**src/rtl/eth_tx_framer.sv**
```systemverilog
// eth_tx_framer: Ethernet MAC transmit framer driving an RMII (2-bit) or MII (4-bit) PHY.
// Emits preamble/SFD, header, payload with zero padding and CRC-32 FCS; aborts on underrun or oversize.
module eth_tx_framer #(
   parameter int pMII_WIDTH   = 2,
   parameter int pMIN_PAYLOAD = 46,
   parameter int pMAX_PAYLOAD = 1500,
   parameter int pIFG_BYTES   = 12
) (
   input  logic                  i_clk,
   input  logic                  i_rst_n,
   input  logic [47:0]           i_dest_addr,
   input  logic [47:0]           i_src_addr,
   input  logic [15:0]           i_len_type,
   input  logic [7:0]            i_s_data,
   input  logic                  i_s_valid,
   input  logic                  i_s_last,
   output logic                  o_s_ready,
   output logic [pMII_WIDTH-1:0] o_txd,
   output logic                  o_tx_en,
   output logic                  o_busy,
   output logic                  o_frame_done,
   output logic                  o_underrun,
   output logic [3:0]            o_state
);
   localparam int B  = 8 / pMII_WIDTH;
   localparam int BW = (B > 1) ? $clog2(B) : 1;
   localparam int PW = $clog2(pMAX_PAYLOAD + 2);

   typedef enum logic [3:0] {
      IDLE, PREAMBLE, SFD, DEST_ADDR, SRC_ADDR, LEN_TYPE, DATA, PAD, FCS, DRAIN, IFG
   } state_t;

   state_t          r_state, w_state_nxt;
   logic [BW-1:0]   r_beat, w_beat_nxt;
   logic [7:0]      r_byte, w_byte_nxt;
   logic [PW-1:0]   r_pay, w_pay_nxt;
   logic            r_last_seen, w_last_nxt;
   logic [7:0]      r_shift;
   logic            r_tx_en, w_tx_en_nxt;
   logic [31:0]     r_crc;
   logic [111:0]    r_hdr;
   logic            r_frame_done, r_underrun;
   logic            w_last_beat, w_load, w_crc_en, w_hdr_shift, w_start;
   logic            w_s_ready, w_abort, w_done;
   logic [7:0]      w_load_byte, w_fcs_byte;
   logic [31:0]     w_fcs;
   logic [1:0]      w_fcs_sel;

   function automatic logic [31:0] crc_byte(input logic [31:0] c, input logic [7:0] d);
      logic [31:0] r;
      r = c;
      for (int i = 0; i < 8; i++)
         r = (r[0] ^ d[i]) ? ((r >> 1) ^ 32'hEDB88320) : (r >> 1);
      return r;
   endfunction

   assign w_last_beat = (r_beat == BW'(B - 1));
   assign w_fcs       = ~r_crc;
   assign w_fcs_sel   = r_byte[1:0] + 2'd1;
   assign w_fcs_byte  = w_fcs[{w_fcs_sel, 3'b000} +: 8];

   // Stream handshake: a byte transfers on a cycle with i_s_valid & o_s_ready;
   // o_s_ready is a function of registered state only and never waits on i_s_valid.
   assign o_s_ready    = w_s_ready;
   assign o_txd        = r_shift[pMII_WIDTH-1:0];
   assign o_tx_en      = r_tx_en;
   assign o_busy       = (r_state != IDLE);
   assign o_frame_done = r_frame_done;
   assign o_underrun   = r_underrun;
   assign o_state      = r_state;

   always_ff @(posedge i_clk or negedge i_rst_n) begin
      if (!i_rst_n) r_state <= IDLE;
      else          r_state <= w_state_nxt;
   end

   always_comb begin
      w_state_nxt = r_state;
      w_beat_nxt  = w_last_beat ? '0 : r_beat + BW'(1);
      w_byte_nxt  = w_last_beat ? r_byte + 8'd1 : r_byte;
      w_load      = w_last_beat;
      w_load_byte = 8'h00;
      w_crc_en    = 1'b0;
      w_hdr_shift = 1'b0;
      w_start     = 1'b0;
      w_s_ready   = 1'b0;
      w_abort     = 1'b0;
      w_done      = 1'b0;
      w_tx_en_nxt = r_tx_en;
      w_pay_nxt   = r_pay;
      w_last_nxt  = r_last_seen;
      case (r_state)
         IDLE: begin
            w_beat_nxt = '0;
            w_byte_nxt = '0;
            w_load     = 1'b0;
            if (i_s_valid) begin
               w_state_nxt = PREAMBLE;
               w_start     = 1'b1;
               w_load      = 1'b1;
               w_load_byte = 8'h55;
               w_tx_en_nxt = 1'b1;
               w_pay_nxt   = '0;
               w_last_nxt  = 1'b0;
            end
         end
         PREAMBLE: begin
            w_load_byte = 8'h55;
            if (w_last_beat && r_byte == 8'd6) begin
               w_state_nxt = SFD;
               w_byte_nxt  = '0;
               w_load_byte = 8'hD5;
            end
         end
         SFD, DEST_ADDR, SRC_ADDR: begin
            // Header bytes come from the latched shift register, MSB byte first.
            w_load_byte = r_hdr[111:104];
            w_hdr_shift = w_last_beat;
            w_crc_en    = w_last_beat;
            if (w_last_beat && (r_state == SFD || r_byte == 8'd5)) begin
               w_state_nxt = (r_state == SFD) ? DEST_ADDR : (r_state == DEST_ADDR) ? SRC_ADDR : LEN_TYPE;
               w_byte_nxt  = '0;
            end
         end
         LEN_TYPE: begin
            if (w_last_beat && r_byte == 8'd0) begin
               w_load_byte = r_hdr[111:104];
               w_hdr_shift = 1'b1;
               w_crc_en    = 1'b1;
            end else if (w_last_beat) begin
               w_s_ready = 1'b1;
               if (i_s_valid) begin
                  w_state_nxt = DATA;
                  w_byte_nxt  = '0;
                  w_load_byte = i_s_data;
                  w_crc_en    = 1'b1;
                  w_pay_nxt   = PW'(1);
                  w_last_nxt  = i_s_last;
               end else begin
                  w_abort = 1'b1;
               end
            end
         end
         DATA: begin
            w_byte_nxt = '0;
            if (w_last_beat) begin
               if (r_last_seen) begin
                  if (r_pay < PW'(pMIN_PAYLOAD)) begin
                     w_state_nxt = PAD;
                     w_crc_en    = 1'b1;
                     w_pay_nxt   = r_pay + PW'(1);
                  end else begin
                     w_state_nxt = FCS;
                     w_load_byte = w_fcs[7:0];
                  end
               end else if (r_pay == PW'(pMAX_PAYLOAD)) begin
                  w_abort = 1'b1;
               end else begin
                  w_s_ready = 1'b1;
                  if (i_s_valid) begin
                     w_load_byte = i_s_data;
                     w_crc_en    = 1'b1;
                     w_pay_nxt   = r_pay + PW'(1);
                     w_last_nxt  = i_s_last;
                  end else begin
                     w_abort = 1'b1;
                  end
               end
            end
         end
         PAD: begin
            w_byte_nxt = '0;
            if (w_last_beat) begin
               if (r_pay >= PW'(pMIN_PAYLOAD)) begin
                  w_state_nxt = FCS;
                  w_load_byte = w_fcs[7:0];
               end else begin
                  w_crc_en  = 1'b1;
                  w_pay_nxt = r_pay + PW'(1);
               end
            end
         end
         FCS: begin
            w_load_byte = w_fcs_byte;
            if (w_last_beat && r_byte == 8'd3) begin
               w_state_nxt = IFG;
               w_byte_nxt  = '0;
               w_load_byte = 8'h00;
               w_tx_en_nxt = 1'b0;
               w_done      = 1'b1;
            end
         end
         DRAIN: begin
            w_beat_nxt = '0;
            w_byte_nxt = '0;
            w_load     = 1'b0;
            w_s_ready  = 1'b1;
            if (i_s_valid && i_s_last) w_state_nxt = IFG;
         end
         IFG: begin
            if (w_last_beat && r_byte == 8'(pIFG_BYTES - 1)) begin
               w_state_nxt = IDLE;
               w_byte_nxt  = '0;
            end
         end
         default: w_state_nxt = IDLE;
      endcase
      // Abort kills the line on the next beat and discards the rest of the packet in DRAIN.
      if (w_abort) begin
         w_state_nxt = DRAIN;
         w_tx_en_nxt = 1'b0;
         w_load      = 1'b1;
         w_load_byte = 8'h00;
         w_crc_en    = 1'b0;
         w_beat_nxt  = '0;
         w_byte_nxt  = '0;
      end
   end

   always_ff @(posedge i_clk or negedge i_rst_n) begin
      if (!i_rst_n) begin
         r_beat       <= '0;
         r_byte       <= '0;
         r_pay        <= '0;
         r_last_seen  <= 1'b0;
         r_shift      <= 8'h00;
         r_tx_en      <= 1'b0;
         r_crc        <= 32'hFFFFFFFF;
         r_hdr        <= '0;
         r_frame_done <= 1'b0;
         r_underrun   <= 1'b0;
      end else begin
         r_beat       <= w_beat_nxt;
         r_byte       <= w_byte_nxt;
         r_pay        <= w_pay_nxt;
         r_last_seen  <= w_last_nxt;
         r_tx_en      <= w_tx_en_nxt;
         r_frame_done <= w_done;
         r_underrun   <= w_abort;
         if (w_load) r_shift <= w_load_byte;
         else        r_shift <= r_shift >> pMII_WIDTH;
         if (w_start) begin
            r_crc <= 32'hFFFFFFFF;
            r_hdr <= {i_dest_addr, i_src_addr, i_len_type};
         end else begin
            if (w_crc_en)    r_crc <= crc_byte(r_crc, w_load_byte);
            if (w_hdr_shift) r_hdr <= {r_hdr[103:0], 8'h00};
         end
      end
   end
endmodule

```
**config.mk**
```make
export PLATFORM = sky130hd
export DESIGN_NAME = eth_tx_framer
export DESIGN_NICKNAME = d
export VERILOG_FILES = /design/src/rtl/eth_tx_framer.sv
export SDC_FILE = /design/constraint.sdc
export NUM_CORES = 1
export LEC_CHECK = 0
export CAP_MARGIN = 15
export CORE_MARGIN = 2
export CORE_UTILIZATION = 30
export CTS_BUF_LIST = sky130_fd_sc_hd__clkbuf_4 sky130_fd_sc_hd__clkbuf_8
export DETAILED_ROUTE_END_ITERATION = 10
export GPL_TIMING_DRIVEN = 1
export PLACE_DENSITY = 0.47
export SLEW_MARGIN = 5
export SYNTH_ARGS = -nofsm -noshare
export SYNTH_HDL_FRONTEND = slang
export SYNTH_SLANG_ARGS = --single-unit
```
**constraint.sdc**
```tcl
create_clock -name i_clk -period 4.3 [get_ports i_clk]
set_input_delay 1.075 -clock i_clk [delete_from_list [all_inputs] [get_ports i_clk]]
set_output_delay 1.075 -clock i_clk [all_outputs]
set_load 0.01 [all_outputs]
```
---- After elaboration in Yosys (flattened, before gate mapping) ----
Cells that the tools add are included.
storage, ports and cells
  output and inout port bits .............. 11
  bits in registers ....................... 181
  input port bits ......................... 124
  logic and storage cells ................. 210
operators by class
  bitwise logic cells ..................... 17
  reductions and logical operators ........ 22
  muxes and demuxes ....................... 114
  shifts and indexed selects .............. 1
  eq/ne operators ......................... 39
  add/subtract/negate cells ............... 4
  magnitude comparators ................... 2
operators by type and width
  operator               number
  $mux 32                10
  $mux 112               2
  $mux 8                 22
  $mux 11                11
  $not 13->14            8
  $mux 4                 15
  $pmux 8 s7             1
  $ne 3x3->1 const B     16
  $pmux 8 s6             1
  $pmux 11 s4            1
  $mux 1                 38
  $pmux 4 s9             1
  $not 32->32            1
  $shiftx 32x6->8        1
  $eq 4x3->1 const B     4
  $eq 8x3->1 const B     2
  $ne 2x2->1 const B     7
  $reduce_and 13->1      1
  $eq 4x4->1 const B     3
  $add 11x1->11 const B  1
  $eq 11x11->1 const B   1
  $ge 11x6->1 const B    1
  $lt 11x6->1 const B    1
  $reduce_and 11->1      1
  26 further kinds       49

---- Depth between registers and ports, before layout ----
  depth after elaboration ................. 24
  mapped depth ............................ 13
  mapped depth without buffers ............ 11

---- Worst setup path after synthesis ----
Ideal clock, no wire load.
  kind .................................... register to register
  start point ............................. register r_byte[0]
  end point ............................... register r_crc[18]
  path slack .............................. 0.244 ns
  library setup time ...................... 0.073 ns
  cell stages (with the launch flop) ...... 13
  period minus slack after synthesis ...... 4.056 ns
  path buffers ............................ 1
  arrival time ............................ 3.983 ns
  required time ........................... 4.227 ns
  cells stage by stage .................... dfrtp_1 clkbuf_1 inv_1 ha_1 or3b_2 o21ai_0 o221ai_1 nor3b_1 mux2i_2 xnor3_1 xor2_1 xor3_1 a21oi_1
on the way
  cells in the longest elaborated chain, start to end .. 19
  elaborated cells between the ends (all ways) .. 36
  classes of those cells .................. add/sub (1); eq/ne (1); shift (1); mux (19); bitwise (10); reduce/logical (4)
ends and longest elaborated chain
  element                                                               RTL line  text
  from (decl)                                                           35        logic [7:0] r_byte, w_byte_nxt;
  from (signal assigned)                                                234       r_byte <= w_byte_nxt;
  parallel branches: the longest is 19 deep, another holds $add 2x1->2  -
  to (signal assigned)                                                  246       if (w_crc_en) r_crc <= crc_byte(r_crc, w_load_byte);
  to (decl)                                                             40        logic [31:0] r_crc;
Parallel ways; which one is timed is not known. The select of a mux whose other input is x is not followed.
A chain may end at the register's enable or synchronous reset.

---- Final worst setup path ----
  start point ............................. register r_state[0] (netlist: o_state[0])
  end point ............................... output port o_s_ready
on the way
  cells in the longest elaborated chain, start to end .. 2
  elaborated cells between the ends (all ways) .. 4
  classes of those cells .................. eq/ne (3); mux (1)
ends and longest elaborated chain
  element                                          RTL line  text
  from (decl)                                      33        state_t r_state, w_state_nxt;
  from (signal assigned)                           74        else r_state <= w_state_nxt;
  $eq 4x4->1 / $eq 4x3->1 (equally long branches)  92        case (r_state)
  $pmux 1 s3 *                                     92
  to (decl)                                        17        output logic o_s_ready,
Mark *: on every way between the ends. The rest lies on a longest branch, timed or not.

==> flow_results.org <==
** STA
- Final-layout worst hold slack :: ~0.47 ns
- Fin Setup TNS :: 0 ns
- Number of pins exceeding their max-slew limit in the final report :: 0
- At the pin with the least slew margin, the transition time is between 0.6 and 0.7 ns.
- Measured against its own limit, the worst slew margin works out to just under 60%.
- Between clock sinks in the finished design, the worst skew comes to about 0.023 ns.
- In the finished design, the share of the clock period the worst path needs comes to between 90% and 100%.
- Setup violations remaining at the end of the flow were counted as 0.
- Maximum achievable frequency :: between 200 and 250 MHz
- Setup repair after global routing left no endpoint under its margin.
- The final count of hold timing violations is 0.
- Post-layout minimum cycle time :: just over 4 ns

** Final layout
- Fill cell total of the finished layout :: approximately 3500
- Sequential cell area :: roughly 4600 um2
- From synthesis to final layout, the design area changed by 22.2%.
- At the end of the flow, the number of nets in the layout was between 1000 and 1500.
- Commonest non-fill, non-tap cells in the layout :: sky130_fd_sc_hd__nand2_1, sky130_fd_sc_hd__dfrtp_1, sky130_fd_sc_hd__nor2_1
- Area used by multi-input combinational logic :: ~5200 um2
- Of the cells placed in the final design, the portion with a size suffix greater than 1 is a little over a tenth.
- The library cell used most frequently in the layout, excluding fill and tap cells, is sky130_fd_sc_hd__nand2_1.

** Pwr
- Summed over all cells, the static leakage comes to roughly 4.9 nW.
- Cell internal pwr :: 2.26 mW
- Combinational share of power :: under 10%
- The worst-case IR drop observed on VDD is 0.191 mV.
- Switching share of power :: between 20% and 30%
- Total power per unit cell area :: around 240 nW/um2
- For this design the total switching power over the nets is approximately 0.77 mW.
- The clock network is responsible for about 39% of the overall power.
- Fraction of power consumed by sequential logic :: a little under three fifths

** Worst setup path
- Highest fanout seen on the critical path :: 12
- By startpoint and endpoint, the worst setup path is classified as flop to output port.
- STA puts the critical path data arrival time at 3.01 ns.
- Startpoint of the most critical register-to-register path :: r_byte[4]$_DFF_PN0_
- The setup check on the worst reg-to-reg path leaves a slack of 0.47 ns.
- The worst register-to-register path ends at r_crc[19]$_DFFE_PN1P_.
- Measured in cells, the most critical reg-to-reg path has a length of 9.
- For the worst setup path, the data required time is ~3.2 ns.
- Kind of end point of the critical path :: output port
- STA classifies the critical path startpoint as a flop.

** Detailed routing
- The count of nets left with antenna violations once routing finished came out at 0.
- Vias per std cell :: about 5.0
- The routed layout has between 8000 and 9000 vias.
- The first detailed-routing pass ran for 5 iterations.
- Aggregate routed wire length :: roughly 30000 um
- Iter 0 DRT Violations :: between 600 and 700
- For this run, design rule violations remaining after detail routing come to 0.
- DR WL/cell :: approximately 17 um

** CTS
- In this run, post-CTS hold repair placed 0 buffers.
- In this run the clock root is driven by a sky130_fd_sc_hd__clkbuf_8.
- TritonCTS built the clock tree.
- Number of sinks driven by the clock tree :: between 150 and 200
- Max Buffers Root-to-Sink :: 2
- In this run, CTS created clock tree buffers numbering 17.
- Clock-pin slew of the registers on the worst-case setup and hold paths :: around 0.11 ns
- CTS H-tree depth :: 4
- For the worst-skew pair, the clock arrives at the later sink with an insertion delay of roughly 0.48 ns.

** Synth
- Synthesis produced a netlist with a net count of about 1300.
- Number of enable-type register cells in the synthesized netlist :: 0
- Post-synthesis simple-gate area fraction :: 22.3%
- During synthesis, Yosys emitted a total of 0 warnings.
- After synthesis, the largest area contributor takes up 36.5% of total cell area.
- Yosys mapped the design onto just under 80 distinct sky130hd cell types.
- By area, the combinational part of the netlist is dominated by simple AND/OR/NAND/NOR gates.
- Each instance of the synthesized netlist takes up on average a little under 9 um2.
- In the synthesized netlist the dominant register cell turns out to be sky130_fd_sc_hd__dfrtp_1.
- The synthesized netlist devotes between 7 and 8% of its cell area to XOR and XNOR gates.
- In the post-synthesis netlist, the biggest area contributors are sky130_fd_sc_hd__dfrtp_1, sky130_fd_sc_hd__nand2_1, sky130_fd_sc_hd__dfstp_2, sky130_fd_sc_hd__a31oi_1, sky130_fd_sc_hd__nor2_1.
- The synthesized netlist occupies a cell area of 10200 um2.
- Of the post-synthesis cell area, the part taken by muxes is 2.60%.
- After Yosys synthesis, full adders, half adders and majority gates account for less than 1% of the synthesized area.
- Number of synthesized register bits :: roughly 180
- Counting every instance in the synthesized netlist gives between 1000 and 1500.
- Leading area contributor after synthesis :: sky130_fd_sc_hd__dfrtp_1
- In the synthesized netlist the async set-or-reset flop fraction comes to 100%.
- The synthesized netlist devotes around 17% of its cell area to compound gates.
- Sequential area share after synthesis :: between 40% and 50%

** Placed design
- Post-detailed-placement half-perimeter wirelength :: ~21000 um
- The congestion estimate from routability-driven global placement came to slightly below 0.9.
- During placement, the flow inserted port buffers numbering ~130.

** Run status
- The flow ran to the end, and the final reports show no timing, DRC or antenna violations.

** Job
- The tool flagged a number of max-cap violations equal to 0.

** Die
- X dimension of the die :: between 150 and 200 um
- Boundary pin count :: ~140
- The floorplan has 67 rows.
- Die height :: between 150 and 200 um
- The initial utilization of the core area, before any placement, comes to a little under a third.
- Total Die Area :: roughly 36000 um2
- Core region area :: 33500 um2

** GRT
- The total overflow left after global routing is 0.
- Maximum number of pins on one net before global-route repair :: roughly 130
- GRT Resource Usage Total :: around 17%
- The first global-routing pass estimated ~48000 um of wire.
- The initial antenna violation count came to 4.
- The number of global-route vias before repair is around 8500.

** Min path
- Counting instances, the worst hold path has a depth of 1.
- The tightest min-delay check is of the flop to flop type.
- The worst hold path terminates at r_beat[0]$_DFF_PN0_.
- The worst hold path begins at r_beat[0]$_DFF_PN0_.
flip-flops by register name (all words and copies together), names as in the netlist:
signal	count
o_frame_done	1
o_state	4
o_tx_en	1
o_underrun	1
r_beat	2
r_byte	8
r_crc	32
r_hdr	112
r_last_seen	1
r_pay	11
r_shift	8
power groups by stage:
stage / clock [mW] / combinational (mW) / sequential (mW)
after floorplan: 0 / 0.00342 / 1.74
after detailed placement: 0 / 0.166 / 1.73
after CTS: 1.23 / 0.167 / 1.70
after global routing: 1.30 / 0.177 / 1.70
final: 1.17 / 0.162 / 1.70
after global placement: 0 / 0.169 / 1.73
cells in the mapped netlist, types with 4 or more instances:
cell,n
sky130_fd_sc_hd__nand2b_1,4
sky130_fd_sc_hd__dfstp_2,32
sky130_fd_sc_hd__nor3b_1,4
sky130_fd_sc_hd__o21ai_0,43
sky130_fd_sc_hd__nand3b_1,4
sky130_fd_sc_hd__mux2i_1,4
sky130_fd_sc_hd__nand2_1,253
sky130_fd_sc_hd__a22o_1,8
sky130_fd_sc_hd__inv_1,17
sky130_fd_sc_hd__a211oi_1,10
sky130_fd_sc_hd__a31oi_1,117
sky130_fd_sc_hd__buf_1,6
sky130_fd_sc_hd__nand4_1,9
sky130_fd_sc_hd__o211ai_1,10
sky130_fd_sc_hd__xor2_1,17
sky130_fd_sc_hd__clkbuf_1,65
sky130_fd_sc_hd__dfrtp_1,149
sky130_fd_sc_hd__xnor3_1,9
sky130_fd_sc_hd__xnor2_1,30
sky130_fd_sc_hd__o21a_1,4
sky130_fd_sc_hd__clkbuf_8,7
sky130_fd_sc_hd__nor2_1,146
sky130_fd_sc_hd__a21oi_1,46
sky130_fd_sc_hd__a21boi_0,4
sky130_fd_sc_hd__nor3_1,42
sky130_fd_sc_hd__nand3_1,15
sky130_fd_sc_hd__and3_1,11
sky130_fd_sc_hd__nor2b_1,6
sky130_fd_sc_hd__mux4_2,7
sky130_fd_sc_hd__ha_1,8
sky130_fd_sc_hd__and2_1,6
timing repair:
action / CTS / global route
resized for setup: 0 / 2
setup endpoints to repair: 0 / 1
setup buffers: 0 / 0
hold endpoints to repair: 0 / 0
layer usage:
metal / share of wire [%] / routed length [um] / GRT usage, %
met1: 49 / 14400 / 24.5
met2: 45 / 13400 / 26.6
met3: 5.5 / 1630 / 4.40
met4: 0.79 / 235 / 3.25
met5: 0.091 / 27 / 0
worst max-delay path, stage by stage (launching register included):
cell and delay (ns):
sky130_fd_sc_hd__dfrtp_1 0.54, sky130_fd_sc_hd__buf_4 0.26, sky130_fd_sc_hd__nor4bb_1 0.27, sky130_fd_sc_hd__buf_4 0.23, sky130_fd_sc_hd__nand2_1 0.17, sky130_fd_sc_hd__o21ai_0 0.27, sky130_fd_sc_hd__nand2_1 0.08, sky130_fd_sc_hd__o21ai_0 0.12
sky130_fd_sc_hd__clkdlybuf4s50_1 0.59
cell type report:
cell class	instances	area share (%)
multi-input combinational	882	41.5
sequential	181	36.6
timing repair buffer	169	13.7
tap	448	4.49
clock buffer	19	2.05
clock inverter	13	1.07
inverter	17	0.511
antenna	3	0.0602
worst max-delay path by stage:
| stage | start | end | slack (ns) | cells past startpoint |
|---|---|---|---|---|
| after floorplan | r_byte[0]$_DFF_PN0_ | r_crc[18]$_DFFE_PN1P_ | 0.24 | 12 |
| after CTS | o_state[2]$_DFFE_PN0P_ | o_s_ready | 0.02 | 7 |
| after detailed placement | i_s_valid | r_crc[19]$_DFFE_PN1P_ | 0.08 | 10 |
| after global placement | i_s_valid | r_crc[19]$_DFFE_PN1P_ | 0.13 | 10 |
| final | o_state[0]$_DFFE_PN0P_ | o_s_ready | 0.22 | 8 |
| after global routing | r_pay[0]$_DFFE_PN0P_ | o_s_ready | 0.007 | 8 |
metrics by stage:
step / std cells / cell area, um2 / utilization (%) / setup slack (ns) / power [mW]
after floorplan: 1166 / 10200 / - / 0.244 / 1.74
after global placement: 1697 / 12100 / 36.0 / 0.134 / 1.90
after detailed placement: 1697 / 12100 / 36.0 / 0.0794 / 1.90
after CTS: 1729 / 12500 / 37.2 / 0.0172 / 3.10
after global routing: 1729 / 12500 / 37.2 / 0.00680 / 3.18
final: 1732 / 12500 / 37.2 / 0.215 / 3.03
cell families (layout without fill, tap and decap cells):
kind of cell    count (synthesis)  in the layout
buf+inv                       103            218
compound gates                273            273
simple gates                  524            524
xor+xnor                       62             62
other cells                     0              3
flops                         181            181
fa+ha+maj                       8              8
mux                            15             15
Note: power is estimated with default switching activity, not from simulation.
